==> src/rtl/if_fetch_unit.sv <==
// Instruction-fetch stage: owns the PC, issues one imem request at a time, feeds IF/ID.
// Define IF_FETCH_PERF_CNT_EN to build the fetch / discarded-ack performance counters.
module if_fetch_unit #(
   parameter logic [31:0] RESET_PC = 32'h0000_0000,
   parameter logic [31:0] PC_INC   = 32'd4
) (
   input  logic        clk,
   input  logic        rst_n,
   input  logic        pc_write,
   input  logic        branch_taken,
   input  logic [31:0] branch_target,
   output logic        imem_req,
   output logic [31:0] imem_addr,
   input  logic        imem_ack,
   input  logic [31:0] imem_rdata,
   output logic [31:0] instr,
   output logic [31:0] pc,
   output logic [31:0] pc_plus4,
   output logic        fetch_valid,
   output logic [31:0] fetch_count,
   output logic [15:0] redirect_drop_count
);

   typedef enum logic [1:0] {
      S_IDLE = 2'd0,
      S_REQ  = 2'd1,
      S_HOLD = 2'd2
   } state_t;

   state_t      state;
   logic [31:0] pc_reg;
   logic        drop_pending;
   logic        req_started;

   assign imem_req  = (state == S_REQ);
   assign imem_addr = pc_reg;
   assign pc_plus4  = pc + PC_INC;

   // req_started marks that the memory may already be working on the current address,
   // so a redirect without an ack must swallow the one stale ack still to come.
   always_ff @(posedge clk or negedge rst_n) begin
      if (!rst_n) begin
         state        <= S_IDLE;
         pc_reg       <= RESET_PC;
         instr        <= 32'h0;
         pc           <= RESET_PC;
         fetch_valid  <= 1'b0;
         drop_pending <= 1'b0;
         req_started  <= 1'b0;
      end else begin
         req_started <= (state == S_REQ);
         case (state)
            S_IDLE: begin
               state <= S_REQ;
            end
            S_REQ: begin
               if (branch_taken) begin
                  pc_reg <= branch_target;
                  if (imem_ack)
                     drop_pending <= 1'b0;
                  else if (req_started)
                     drop_pending <= 1'b1;
               end else if (imem_ack) begin
                  if (drop_pending) begin
                     drop_pending <= 1'b0;
                  end else begin
                     instr       <= imem_rdata;
                     pc          <= pc_reg;
                     fetch_valid <= 1'b1;
                     state       <= S_HOLD;
                  end
               end
            end
            S_HOLD: begin
               if (branch_taken) begin
                  pc_reg      <= branch_target;
                  fetch_valid <= 1'b0;
                  instr       <= 32'h0;
                  state       <= S_REQ;
               end else if (pc_write) begin
                  pc_reg      <= pc_reg + PC_INC;
                  fetch_valid <= 1'b0;
                  instr       <= 32'h0;
                  state       <= S_REQ;
               end
            end
            default: begin
               state <= S_IDLE;
            end
         endcase
      end
   end

`ifdef IF_FETCH_PERF_CNT_EN
   logic consume_evt;
   logic discard_evt;

   assign consume_evt = (state == S_HOLD) && !branch_taken && pc_write;
   assign discard_evt = (state == S_REQ) && imem_ack && (branch_taken || drop_pending);

   // fetch_count wraps freely; the drop counter sticks at all-ones.
   always_ff @(posedge clk or negedge rst_n) begin
      if (!rst_n) begin
         fetch_count         <= 32'h0;
         redirect_drop_count <= 16'h0;
      end else begin
         if (consume_evt)
            fetch_count <= fetch_count + 32'd1;
         if (discard_evt && (redirect_drop_count != 16'hFFFF))
            redirect_drop_count <= redirect_drop_count + 16'd1;
      end
   end
`else
   assign fetch_count         = 32'h0;
   assign redirect_drop_count = 16'h0;
`endif

endmodule

==> config.mk <==
export PLATFORM = sky130hd
export DESIGN_NAME = if_fetch_unit
export DESIGN_NICKNAME = d
export VERILOG_FILES = /design/src/rtl/if_fetch_unit.sv
export SDC_FILE = /design/constraint.sdc
export NUM_CORES = 1
export LEC_CHECK = 0
export CAP_MARGIN = 40
export CELL_PAD_IN_SITES_DETAIL_PLACEMENT = 1
export CELL_PAD_IN_SITES_GLOBAL_PLACEMENT = 2
export CORE_MARGIN = 4
export CORE_UTILIZATION = 26
export CTS_CLUSTER_SIZE = 24
export DETAILED_ROUTE_END_ITERATION = 8
export PLACE_DENSITY_LB_ADDON = 0.1
export REMOVE_ABC_BUFFERS = 1
export SETUP_SLACK_MARGIN = 0.5
export SYNTH_ARGS = -nofsm -noshare
export SYNTH_HDL_FRONTEND = slang
export SYNTH_SLANG_ARGS = --single-unit
==> constraint.sdc <==
create_clock -name clk -period 4.2 [get_ports clk]
set_clock_uncertainty 0.05 [all_clocks]
set_input_delay 0.42 -clock clk [delete_from_list [all_inputs] [get_ports clk]]
set_output_delay 0.42 -clock clk [all_outputs]
set_load 0.005 [all_outputs]
==> metrics.md, run 1 <==
| Metric | Value |
|---|---|
| Async SR Flop Fraction | `1.00` |
| YS warnings | `0` |
| Post-synth EDFFs | `0` |
| Switching Fraction | `0.364` |
| Clock buffer depth | `2` |
| Detail-routed via count per cell | `4.71` |
| Vias in the first global route | `~5200` |
| Sequential share of power | `0.372` |
| TritonCTS buffer count | `9` |
| Most frequent cells in the layout | `clkdlybuf4s50_1 (197), dfrtp_1 (101), conb_1 (48)` |
| Fill count | `between 2000 and 2500` |
| Setup repair bufs after CTS | `0` |
| Commonest non-fill, non-tap cell in the layout | `clkdlybuf4s50_1` |
| WL per Instance | `between 15 and 20 um` |
| Kind of critical path | `flip-flop to output port` |
| Dpl hpwl | `~14 mm` |
| Distinct cells, synth | `61` |
| Max-cap check violation count | `0` |
| Antenna violations before repair | `0` |
| CTS sink cnt | `approximately 100` |
| Largest net degree at the start of global routing | `53` |
| Final slew viol count | `0` |
| Die width | `154 um` |
| Routability cong. | `around 0.73` |
| Final nets | `slightly above 800` |
| Clock power frac | `0.154` |
| Gr ovfl total | `0` |
| Critical path endpoint category | `output port` |
| Worst Hold Class | `flip-flop to flip-flop` |
| Pre-antenna DRT Iters | `4` |
| Int Power | `3.51 mW` |
| Final setup violation count | `0` |
| Routed WL | `between 15 and 20 mm` |
| Dpl cell area | `about 7600 um2` |
| Area Growth Syn to Fin | `43.2%` |
| FMAX | `slightly above 300 MHz` |
| Post-synthesis sequential area ratio | `0.456` |
| Setup TNS | `0 ps` |
| Remaining antenna violation count after routing | `0` |
| Netlist Area Pre-Place | `5550 um2` |
| Unrepaired setup endpoints after global routing | `false` |
| All-Layer GR Usage | `0.161` |
| Sw power | `2.01 mW` |
| Relative slew margins | `0.482` |
| Main synth FF type | `dfrtp_1` |
| Final Hold Viols | `0` |
| Clock root buffer | `clkbuf_16` |
| Pleak | `around 3.3 nW` |
| Max IR drop VDD | `between 200 and 300 uV` |
| Diodes inserted | `0` |
| Tmin final | `3290 ps` |
| Period utilization | `0.783` |
| Status | `finished clean` |
| Finished Cell Area | `7940 um2` |
| Iteration-0 DRC Markers | `approximately 140` |
| Startpoint types | `flip-flop` |
| Worst-path maximum fanout | `8` |
| Core area | `around 21000 um2` |
| Ratio of cells with drive above 1 in the final layout | `0.0959` |
| Pwr Total | `roughly 5.5 mW` |
| CTS clk-pin slew, worst paths | `approximately 80 ps` |
| Data required, critical path | `roughly 3700 ps` |
| CTS H-tree lvls | `3` |
| Mean Syn Cell Area | `a little over 10 um2` |
| Post-synthesis cell count | `550` |
| Number of cell rows | `53` |
| #FFs+latches synth | `101` |
| IO buf count | `between 150 and 200` |
| Die ar. | `approximately 24000 um2` |
| Arrival @ worst endpoint | `approximately 2800 ps` |
| Comb pwr share | `0.474` |
| Cell Pwr Density | `approximately 700 nW/um2` |
| Die height | `between 150 and 200 um` |
| Initial core utilization | `0.264` |
| Clk Latency, worst-skew pair | `~360 ps` |
| DRC violations left | `0` |
| Worst Max-Slew Pin Slew | `776 ps` |
| Via count | `~4800` |
| First-pass GRT wire length | `approximately 30 mm` |
| # IOs | `approximately 250` |
| Internal reg-to-reg setup slack | `between 1500 and 2000 ps` |
| CTS tree | `yes` |
| CTS resizes | `0` |
-- power by group through the flow --
stage	sequential, mW	clock (mW)	combinational [mW]
floorplan	1.93	0	0.968
global placement	2.04	0	2.59
detailed placement	2.07	0	2.66
CTS	2.06	0.887	2.67
global route	2.15	0.931	2.84
finish	2.05	0.849	2.62
-- worst paths after layout --
check / start / endpoint / cells past startpoint
worst max-delay path: pc[4] / pc_plus4[31] / 6
worst min-delay path: fetch_valid / fetch_valid / 1
worst max register to register: state[1] / imem_addr[26] / 5
worst min register to register: fetch_valid / fetch_valid / 1
max in group asynchronous: rst_n / pc[2] / 3
min in group asynchronous: rst_n / pc[24] / 2
-- cells by family (layout without fill, tap and decap cells) --
| group | after synthesis | in the layout | synth area share |
|---|---|---|---|
| multiplexers | 32 | 32 | 0.0645 |
| XOR/XNOR | 29 | 29 | 0.0458 |
| other | 1 | 48 | 0.000676 |
| flip-flops | 101 | 101 | 0.456 |
| adder cells (fa/ha/maj) | 2 | 2 | 0.00451 |
| AND/OR/NAND/NOR | 173 | 173 | 0.172 |
| buffers and inverters | 89 | 232 | 0.104 |
| AO/OA/AOI/OAI | 123 | 123 | 0.152 |
-- synthesized netlist by cell type (all sizes together), types with 2 or more instances --
cell type / n / share of area
clkbuf: 9 / 0.0061
ha: 2 / 0.0045
or3: 2 / 0.0023
nand4: 15 / 0.017
a211oi: 3 / 0.0041
dfrtp: 101 / 0.46
inv: 6 / 0.0041
a2bb2oi: 3 / 0.0047
xnor2: 22 / 0.035
o21a: 3 / 0.0041
and2b: 2 / 0.0032
o21ai: 21 / 0.020
mux2: 30 / 0.061
nand2: 43 / 0.029
and3: 11 / 0.012
nand3: 33 / 0.031
a21o: 2 / 0.0027
xor2: 7 / 0.011
a22oi: 3 / 0.0041
and4: 11 / 0.017
nor3: 9 / 0.014
and2: 4 / 0.0045
o22ai: 11 / 0.012
a31oi: 5 / 0.0056
nor4: 5 / 0.0068
a22o: 33 / 0.052
or2: 2 / 0.0027
buf: 74 / 0.094
a21oi: 28 / 0.025
nand2b: 2 / 0.0023
nor2: 29 / 0.021
mux2i: 2 / 0.0036
-- critical path: stages (launching register included) --
cell	delay, ps
dfrtp_1	450
and3_1	250
nand3_1	290
nor3_4	520
nand4_1	230
xnor2_1	190
clkdlybuf4s50_1	520
-- through the flow --
step / instances / hold slack, ps / utilization / worst slack [ps]
finish: 1015 / 449 / 0.378 / 911
global route: 1015 / 466 / 0.378 / 680
CTS: 1015 / 450 / 0.378 / 833
detailed placement: 998 / 329 / 0.363 / 1250
global placement: 995 / 411 / 0.360 / 1340
floorplan: 514 / 74.4 / - / 1160
-- layout make-up --
| class | instances | area [um2] | area share |
|---|---|---|---|
| Clock inverter | 7 | 66.3 | 0.00835 |
| Clock buffer | 9 | 225 | 0.0284 |
| Timing Repair Buffer | 210 | 2130 | 0.268 |
| Sequential cell | 101 | 2530 | 0.318 |
| Inverter | 6 | 22.5 | 0.00284 |
| Multi-Input combinational cell | 407 | 2630 | 0.331 |
| Tap cell | 275 | 344 | 0.0433 |
-- layer usage --
metal  routed length (um)  global-route usage  share of wire
met1                 8430               0.199           0.44
met2                 9170               0.267           0.47
met3                 1500              0.0543          0.077
met4                  226              0.0429          0.012
met5                    0                   0              0
-- repair_timing --
item,in CTS,in global routing
endpoints found under the setup margin,0,0
hold buffers,1,0
hold endpoints to repair,22,0
Power figures use the tool's default switching activity.
==> inputs of run 2 (changes only) <==
--- a/config.mk
+++ b/config.mk
@@ -9,7 +9,7 @@
 export CELL_PAD_IN_SITES_DETAIL_PLACEMENT = 1
 export CELL_PAD_IN_SITES_GLOBAL_PLACEMENT = 2
 export CORE_MARGIN = 4
-export CORE_UTILIZATION = 26
+export CORE_UTILIZATION = 25
 export CTS_CLUSTER_SIZE = 24
 export DETAILED_ROUTE_END_ITERATION = 8
 export PLACE_DENSITY_LB_ADDON = 0.1
==> constraint.sdc (replaced) <==
create_clock -name clk -period 3.1 [get_ports clk]
set_clock_uncertainty 0.05 [all_clocks]
set_input_delay 0.31 -clock clk [delete_from_list [all_inputs] [get_ports clk]]
set_output_delay 0.31 -clock clk [all_outputs]
set_load 0.005 [all_outputs]
==> run 2 against run 1 <==
Net effect: die area up 3.8%; the run now ends with negative hold slack left; clock power up 68%; power up 41%; critical path type unchanged; non-clock buffer count up 21; sequential share of layout area down 1.0 points; register-to-register slack worse by 930 ps; critical path depth up 4; highest routed layer is now met5.
==> metrics.md, run 2 (synthesis gave the netlist of run 1 again) <==
| Metric | Value |
|---|---|
| Pwr Total | `7.80 mW (was 5.52 mW)` |
| Final slew viol count | `0 (unchanged)` |
| CTS sink cnt | `101 (unchanged)` |
| Gr ovfl total | `0 (unchanged)` |
| Dpl hpwl | `13.7 mm (was 14.3 mm)` |
| First-pass GRT wire length | `30.4 mm (unchanged)` |
| Hold slack final | `-23.7 ps (was 449 ps)` |
| Final nets | `827 (was 806)` |
| Arrival @ worst endpoint | `2180 ps (was 2820 ps)` |
| Commonest non-fill, non-tap cell in the layout | `clkdlybuf4s50_1 (unchanged)` |
| R2R Path Start | `imem_addr[7] (was state[1])` |
| CTS clk-pin slew, worst paths | `80 ps (about the same)` |
| TritonCTS buffer count | `9 (unchanged)` |
| Detail-routed via count per cell | `4.74 (was 4.71)` |
| Max-cap check violation count | `0 (unchanged)` |
| Pre-antenna DRT Iters | `4 (unchanged)` |
| Period utilization | `0.818` |
| Diodes inserted | `0 (unchanged)` |
| IO buf count | `198 (unchanged)` |
| Worst Max-Slew Pin Slew | `786 ps (was 776 ps)` |
| Final Worst Setup Slack | `564 ps (was 911 ps)` |
| Critical path endpoint category | `output port (unchanged)` |
| Tmin final | `about 2500 ps` |
| Kind of critical path | `flip-flop to output port (unchanged)` |
| Antenna violations before repair | `1 (was 0)` |
| Initial core utilization | `0.254 (was 0.264)` |
| Max IR drop VDD | `295 uV (was 267 uV)` |
| Status | `finished with violations (was finished clean)` |
| FMAX | `394 MHz` |
| Routability cong. | `0.790 (was 0.727)` |
| Unrepaired setup endpoints after global routing | `true (was false)` |
| Clock root buffer | `clkbuf_16 (unchanged)` |
| Remaining antenna violation count after routing | `0 (unchanged)` |
| Ratio of cells with drive above 1 in the final layout | `0.142 (was 0.0959)` |
| Setup TNS | `0 ps (unchanged)` |
| Iteration-0 DRC Markers | `197 (was 135)` |
| Post-CTS Hold Fix Bufs | `0 (was 1)` |
| Core area | `21800 um2 (was 21000 um2)` |
| Die width | `157 um (was 154 um)` |
| CTS H-tree lvls | `3 (unchanged)` |
| Worst Hold Class | `primary input to async pin (was flip-flop to flip-flop)` |
| Die ar. | `24600 um2 (was 23700 um2)` |
| Startpoint types | `flip-flop (unchanged)` |
| Final Hold Viols | `22 (was 0)` |
| Cell Pwr Density | `951 nW/um2 (was 695 nW/um2)` |
| Relative slew margins | `0.476 (was 0.482)` |
| Setup Slack @ Placement | `369 ps (was 1250 ps)` |
| Via count | `4935 (was 4777)` |
| Routed WL | `19.2 mm (was 19.3 mm)` |
| Die height | `157 um (was 154 um)` |
| Data required, critical path | `2740 ps (was 3730 ps)` |
| Worst-path maximum fanout | `5 (was 8)` |
| Vias in the first global route | `5294 (was 5229)` |
| Pleak | `3.43 nW (was 3.25 nW)` |
| # IOs | `247 (unchanged)` |
| Final setup violation count | `0 (unchanged)` |
| WL per Instance | `18.5 um (was 19.0 um)` |
| Largest net degree at the start of global routing | `69 (was 53)` |
| Failing checks | `negative hold slack` |
| Post-Layout Cell Count | `1041 (was 1015)` |
| CTS tree | `yes (unchanged)` |
| Clock buffer depth | `2 (unchanged)` |
| Clk Latency, worst-skew pair | `350 ps (was 360 ps)` |
| All-Layer GR Usage | `0.155 (was 0.161)` |
| Number of cell rows | `54 (was 53)` |
| Placed cells | `1003 (was 998)` |
| CP Launch Point | `pc[2] (was pc[4])` |
| Most frequent cells in the layout | `clkdlybuf4s50_1 (178), dfrtp_1 (99), conb_1 (48) (was clkdlybuf4s50_1 (197), dfrtp_1 (101), conb_1 (48))` |
| Area Growth Syn to Fin | `48.0% (was 43.2%)` |
| Fill count | `2471 (was 2392)` |
| DRC violations left | `0 (unchanged)` |
run 2: cell types whose count changed in the layout (fill, tap and decap cells not counted), moves of 4 or more:
cell / previous run / this run
buf_4: 8 / 28
clkdlybuf4s50_1: 197 / 178
dlygate4sd2_1: 0 / 10
bufinv_16: 0 / 4
clkbuf_2: 0 / 4
run 2: what timing repair did:
item	4_1_cts	5_1_grt
buffers inserted	16	6
hold endpoints to repair	0	0
pin swaps	7	9
setup endpoints to repair	22	14
gates resized for setup	27	18
run 2: metal layers:
| metal | up-vias | track usage | wire (um) |
|---|---|---|---|
| li1 | 2300 | - | - |
| met1 | 2449 | 0.203 | 8540 |
| met2 | 171 | 0.257 | 9080 |
| met3 | 13 | 0.0421 | 1410 |
| met4 | 2 | 0.0360 | 185 |
| met5 | - | 0 | 11 |
run 2: power by group:
| part | internal [mW] | leakage [nW] | switching, mW |
|---|---|---|---|
| Sequential | 1.94 | 1.19 | 0.812 |
| Clock | 0.878 | 0.177 | 0.553 |
| Combinational | 2.26 | 2.06 | 1.35 |
run 2: worst max-delay path, cell delays in order, from the launching register on:
cell and delay, ps:
dfrtp_1 390, buf_4 140, ha_4 130, nand4_1 160
buf_4 200, nor3_4 140, buf_12 130, buf_6 110
nand4_1 110, xnor2_1 170, clkbuf_2 140
run 2: cell type report:
| type | instances | area [um2] | area share |
|---|---|---|---|
| clock buffer | 9 | 225 | 0.0274 |
| clock inverter | 7 | 145 | 0.0177 |
| inverter | 6 | 22.5 | 0.00274 |
| multi-input combinational | 407 | 2680 | 0.326 |
| sequential | 101 | 2530 | 0.308 |
| tap | 280 | 350 | 0.0427 |
| timing repair buffer | 231 | 2250 | 0.275 |
run 2: final timing paths:
check,to,slack [ps],cells past startpoint
setup / recovery,pc_plus4[24],560,10
hold / removal,instr[15],-20,1
setup reg to reg,imem_addr[25],1010,5
hold reg to reg,instr[15],460,1
max in group asynchronous,pc[3],2230,2
min in group clk,imem_addr[1],440,3
run 2: per-stage QoR:
stage | area (um2) | util
floorplan | 5170 | -
global placement | 7610 | 0.349
detailed placement | 7610 | 0.349
CTS | 8160 | 0.374
global route | 8210 | 0.376
finish | 8210 | 0.376
==> edit 1 (config.mk and constraints of run 2) <==
The 3 states of `state_t` get a one-hot encoding in 3 bits.
--- a/src/rtl/if_fetch_unit.sv
+++ b/src/rtl/if_fetch_unit.sv
@@ -21,10 +21,10 @@
    output logic [15:0] redirect_drop_count
 );
 
-   typedef enum logic [1:0] {
-      S_IDLE = 2'd0,
-      S_REQ  = 2'd1,
-      S_HOLD = 2'd2
+   typedef enum logic [2:0] {
+      S_IDLE = 3'b001,
+      S_REQ  = 3'b010,
+      S_HOLD = 3'b100
    } state_t;
 
    state_t      state;
Behaviour: same outputs for any inputs over 4 cycles, from zero or initial values and one cycle with rst_n low; so few cycles prove little.
==> edit 1 against run 2 <==
Fmax decreased by 0.54%. Register-to-register slack worse by 0.17 ns. Die area decreased by 1.3%. Utilization rose by 0.94 points. Sequential cell count rose by 1. Total power shrank 5.7%. Critical endpoint is now pc_plus4[13]. Area after synthesis down 1.3%. Via count up 6.4%. First-iteration DRC count is 2.5% higher. Hold slack improved by 0.46 ns. Highest routed layer is now met4. Global-route usage increased by 1.1 points. Wire length up 7.2%. Setup slack lost 0.014 ns. Cell area is essentially flat. Largest cell class unchanged.
==> edit 1: results (changes against run 2) <==
| Metric | Value |
|---|---|
| Routed via count | 5251 (was 4935) |
| DP Wirelength | 15000 um (was 13700 um) |
| CP Capture Point | pc_plus4[13] (was pc_plus4[24]) |
| Wire length of the first global-routing pass | 32000 um (was 30400 um) |
| Global Route Usage Sum | 16.6% (was 15.5%) |
| Gp weighted congestion | 0.789 (was 0.790) |
| Area share of the leading cell type in the synthesized netlist | 46.2% (was 45.6%) |
| Crit share post-route | 82.2% (was 81.8%) |
| Status | completed (was finished with violations) |
| Internal reg-to-reg setup slack | 0.84 ns (was 1.01 ns) |
| Worst reg2reg path depth | 6 (was 5) |
| Yosys cell types | 45 (was 61) |
| Number of fill cells | 2443 (was 2471) |
| Maximum vdd drop | 261 uV (was 295 uV) |
| Initial detailed-routing violation count | 202 (was 197) |
| Final number of hold-violating endpoints | 0 (was 22) |
| Seq/Total Area, Yosys | 46.7% (was 45.6%) |
| Part of the power in the clock network | 15.7% (was 18.3%) |
| Sw Pwr | 2740 uW (was 2720 uW) |
| Combinational share of power | 46.8% (was 46.4%) |
| Slew at the pin closest to its max-slew limit | 0.776 ns (was 0.786 ns) |
| Maximum net fanout on the critical path | 4 (was 5) |
| Worst r2r src | imem_addr[2]$_DFFE_PN0P_ (was imem_addr[7]$_DFFE_PN0P_) |
| End of the worst register-to-register path | imem_addr[22]$_DFFE_PN0P_ (was imem_addr[25]$_DFFE_PN0P_) |
| Leading post-synthesis cells by instance count | 130 x sky130_fd_sc_hd__nand2_1, 101 x sky130_fd_sc_hd__dfrtp_1, 50 x sky130_fd_sc_hd__buf_4 (was 101 x sky130_fd_sc_hd__dfrtp_1, 54 x sky130_fd_sc_hd__buf_4, 43 x sky130_fd_sc_hd__nand2_1) |
| Fraction of final layout cells sized beyond drive strength 1 | 11.7% (was 14.2%) |
| Number of global-route vias before repair | 5448 (was 5294) |
-- edit 1: cells by family (layout without fill, tap and decap cells) --
logic type / Yosys count / count (layout) / share of synthesized area (%)
simple gates: 238 / 238 / 19.9
xor+xnor: 29 / 29 / 4.64
fa+ha+maj: 2 / 2 / 0.457
flops: 102 / 102 / 46.7
mux: 7 / 7 / 1.33
other cells: 1 / 49 / 0.0685
compound gates: 138 / 138 / 16.6
buf+inv: 92 / 265 / 10.4
-- edit 1: through the flow --
step	instance area, sq um	cells	total power (uW)
after CTS	8110	1098	7450
after global routing	8200	1105	7910
final	8200	1105	7360
after global placement	7570	1056	6030
after floorplan	5110	572	3790
after detailed placement	7600	1057	6140
-- edit 1: critical path, delay by kind of cell, from the launching register on --
kind / cells / cell delay [ns]
flip-flops: 1 / 0.39
XOR/XNOR: 1 / 0.18
buffers and inverters: 2 / 0.66
AND/OR/NAND/NOR: 4 / 0.60
-- edit 1: area by class of cell --
| cell class | instances | share of cell area (%) |
|---|---|---|
| multi-input combinational | 462 | 32.0 |
| inverter | 8 | 0.366 |
| sequential | 102 | 31.3 |
| antenna | 1 | 0.0305 |
| timing repair buffer | 241 | 28.6 |
| clock buffer | 9 | 2.75 |
| clock inverter | 7 | 0.793 |
| tap | 275 | 4.19 |
-- edit 1: what timing repair did --
action | 4_1_cts | 5_1_grt
setup endpoints to repair | 22 | 16
gates resized for setup | 32 | 28
endpoints found under the hold margin | 12 | 0
pin swaps | 9 | 10
hold buffers | 1 | 0
setup buffers | 24 | 6
-- edit 1: layer usage --
metal / track usage, % / routed length, um / share of wire (%)
met2: 28.6 / 10500 / 51
met5: 0 / 0 / 0
met4: 4.04 / 187 / 0.91
met1: 22.1 / 9050 / 44
met3: 2.36 / 903 / 4.4
==> edit 2 (flow settings as in run 2) <==
Made on the original files. Add a define of `IF_FETCH_PERF_CNT_EN`.
--- a/src/rtl/if_fetch_unit.sv
+++ b/src/rtl/if_fetch_unit.sv
@@ -1,5 +1,7 @@
 // Instruction-fetch stage: owns the PC, issues one imem request at a time, feeds IF/ID.
 // Define IF_FETCH_PERF_CNT_EN to build the fetch / discarded-ack performance counters.
+`define IF_FETCH_PERF_CNT_EN
+
 module if_fetch_unit #(
    parameter logic [31:0] RESET_PC = 32'h0000_0000,
    parameter logic [31:0] PC_INC   = 32'd4
Check against the original RTL: not equivalent (Yosys sat finds a counterexample within 4 cycles, from zero or initial values and one cycle with rst_n low).
==> edit 2 against run 2 <==
Fmax is 1.2% lower. Area after synthesis is 32% higher. Cell area is 37% higher. Wire length is 39% higher. Total power is 25% higher. Setup slack worse by 0.030 ns. Count of clock-buffer cells in the layout is 10 higher. Sequential cell count is 48 higher. Critical path type unchanged. Highest routed layer unchanged.
==> edit 2: results (changes against run 2) <==
| Metric | Value |
|---|---|
| Clock network latency to the later pin of the worst-skew pair | 0.43 ns (was 0.35 ns) |
| Cell count after synthesis | 701 (was 550) |
| Internal reg-to-reg setup slack | 0.70 ns (was 1.01 ns) |
| Wire length of the first global-routing pass | 41400 um (was 30400 um) |
| DP Wirelength | 19400 um (was 13700 um) |
| Maximum net fanout on the critical path | 3 (was 5) |
| Number of global-route vias before repair | 6961 (was 5294) |
| GR Layer Usage met2 | 25.5% (was 25.7%) |
| Worst reg2reg path depth | 6 (was 5) |
| Met3 global-route usage | 4.60% (was 4.21%) |
| Number of clock buffers inserted by TritonCTS | 17 (was 9) |
| Static leakage power | 0.00467 uW (was 0.00343 uW) |
| Met2 routed WL | 12000 um (was 9080 um) |
| End of the worst register-to-register path | imem_addr[29]$_DFFE_PN0P_ (was imem_addr[25]$_DFFE_PN0P_) |
| Amount of wire on met3 after detailed routing | 2260 um (was 1410 um) |
| # H-tree levels | 4 (was 3) |
| Slew at the pin closest to its max-slew limit | 0.722 ns (was 0.786 ns) |
| Leading post-synthesis cells by instance count | 149 x sky130_fd_sc_hd__dfrtp_1, 65 x sky130_fd_sc_hd__nand2_1, 48 x sky130_fd_sc_hd__xnor2_1 (was 101 x sky130_fd_sc_hd__dfrtp_1, 54 x sky130_fd_sc_hd__buf_4, 43 x sky130_fd_sc_hd__nand2_1) |
| Met1 Resource Use GR | 23.0% (was 20.3%) |
| Maximum vdd drop | 390 uV (was 295 uV) |
| Routed via count divided by cell count | 4.76 (was 4.74) |
| Fraction of final layout cells sized beyond drive strength 1 | 16.5% (was 14.2%) |
| Detailed-routing wirelength on met1 | 12300 um (was 8540 um) |
| Global Route Usage Sum | 16.5% (was 15.5%) |
| Top cells by area in the synthesized netlist | sky130_fd_sc_hd__dfrtp_1 51%, sky130_fd_sc_hd__mux2_2 6.0%, sky130_fd_sc_hd__xnor2_1 5.7% (was sky130_fd_sc_hd__dfrtp_1 46%, sky130_fd_sc_hd__buf_4 7.3%, sky130_fd_sc_hd__mux2_2 6.1%) |
| Maximum number of pins on one net before global-route repair | 68 (was 69) |
| Initial detailed-routing violation count | 243 (was 197) |
| Status | completed (was finished with violations) |
| Peak clock frequency supported by timing | 0.390 GHz (was 0.394 GHz) |
| Cells after DPL | 1318 (was 1003) |
edit 2: cell count changes after synthesis, sizes merged, moves of 14 or more:
cell           run 2  this run
nand3             33        48
xor2               7        21
xnor2             22        48
dfrtp            101       149
buf               74        13
nor2              29        45
nand4             15        29
clkbuf             9        26
nand2             43        65
edit 2: report_power, final:
part           switching (uW)  total, uW  internal (uW)
Clock                     952       2130           1180
Sequential                841       3490           2650
Combinational            1600       4120           2530
Total                    3390       9740           6350
edit 2: final cells by class:
type                            instances  area, sq um  area share (%)
Antenna cell                            2         5.00          0.0446
Sequential cell                       149         3740            33.3
Timing Repair Buffer                  301         2910            26.0
Multi-Input combinational cell        505         3470            30.9
Clock buffer                           19          453            4.03
Inverter                                8         30.0           0.267
Tap cell                              384          480            4.28
Clock inverter                         13          136            1.21
edit 2: worst max-delay path by stage:
stage | start | to | cells past startpoint
2_1_floorplan | state[1]$_DFFE_PN0P_ | instr[0]$_DFFE_PN0P_ | 4
3_3_place_gp | pc[4]$_DFFE_PN0P_ | pc_plus4[23] | 6
3_5_place_dp | pc[4]$_DFFE_PN0P_ | pc_plus4[23] | 6
4_1_cts | pc[8]$_DFFE_PN0P_ | pc_plus4[23] | 7
5_1_grt | pc[2]$_DFFE_PN0P_ | pc_plus4[30] | 10
6_report | pc[3]$_DFFE_PN0P_ | pc_plus4[30] | 10
edit 2: cell families (layout without fill, tap and decap cells):
logic type,Yosys count,in the layout,share of synthesized area (%)
AND/OR/NAND/NOR,265,265,19.0
flip-flops,149,149,51.0
AO/OA/AOI/OAI,124,124,11.7
XOR/XNOR,69,69,8.26
buffers and inverters,47,341,2.86
multiplexers,43,43,6.55
adder cells (fa/ha/maj),4,4,0.684
other,0,2,0
edit 2: per-stage QoR:
step                TNS, ns  cell area (sq um)  hold slack (ns)
floorplan           -204.08               7130          -0.0356
global placement          0              10400            0.335
detailed placement        0              10400            0.337
CTS                       0              11200            0.367
global route              0              11200            0.407
finish                    0              11200            0.391
edit 2: repair_timing:
| item | in CTS | in global routing |
|---|---|---|
| endpoints found under the hold margin | 64 | 0 |
| endpoints found under the setup margin | 25 | 17 |
| gates resized for setup | 44 | 18 |
| pin swaps | 10 | 5 |
| buffers inserted | 26 | 2 |
| hold buffers | 1 | 0 |
edit 2: worst max-delay path, stage by stage (launching register included):
cell                      delay (ns)
sky130_fd_sc_hd__dfrtp_1        0.37
sky130_fd_sc_hd__ha_2           0.19
sky130_fd_sc_hd__and4_4         0.23
sky130_fd_sc_hd__nand2_1        0.08
sky130_fd_sc_hd__nor4_2         0.14
sky130_fd_sc_hd__buf_4          0.18
sky130_fd_sc_hd__buf_4          0.11
sky130_fd_sc_hd__buf_4          0.09
sky130_fd_sc_hd__nand3_1        0.09
sky130_fd_sc_hd__xnor2_1        0.14
sky130_fd_sc_hd__buf_2          0.14
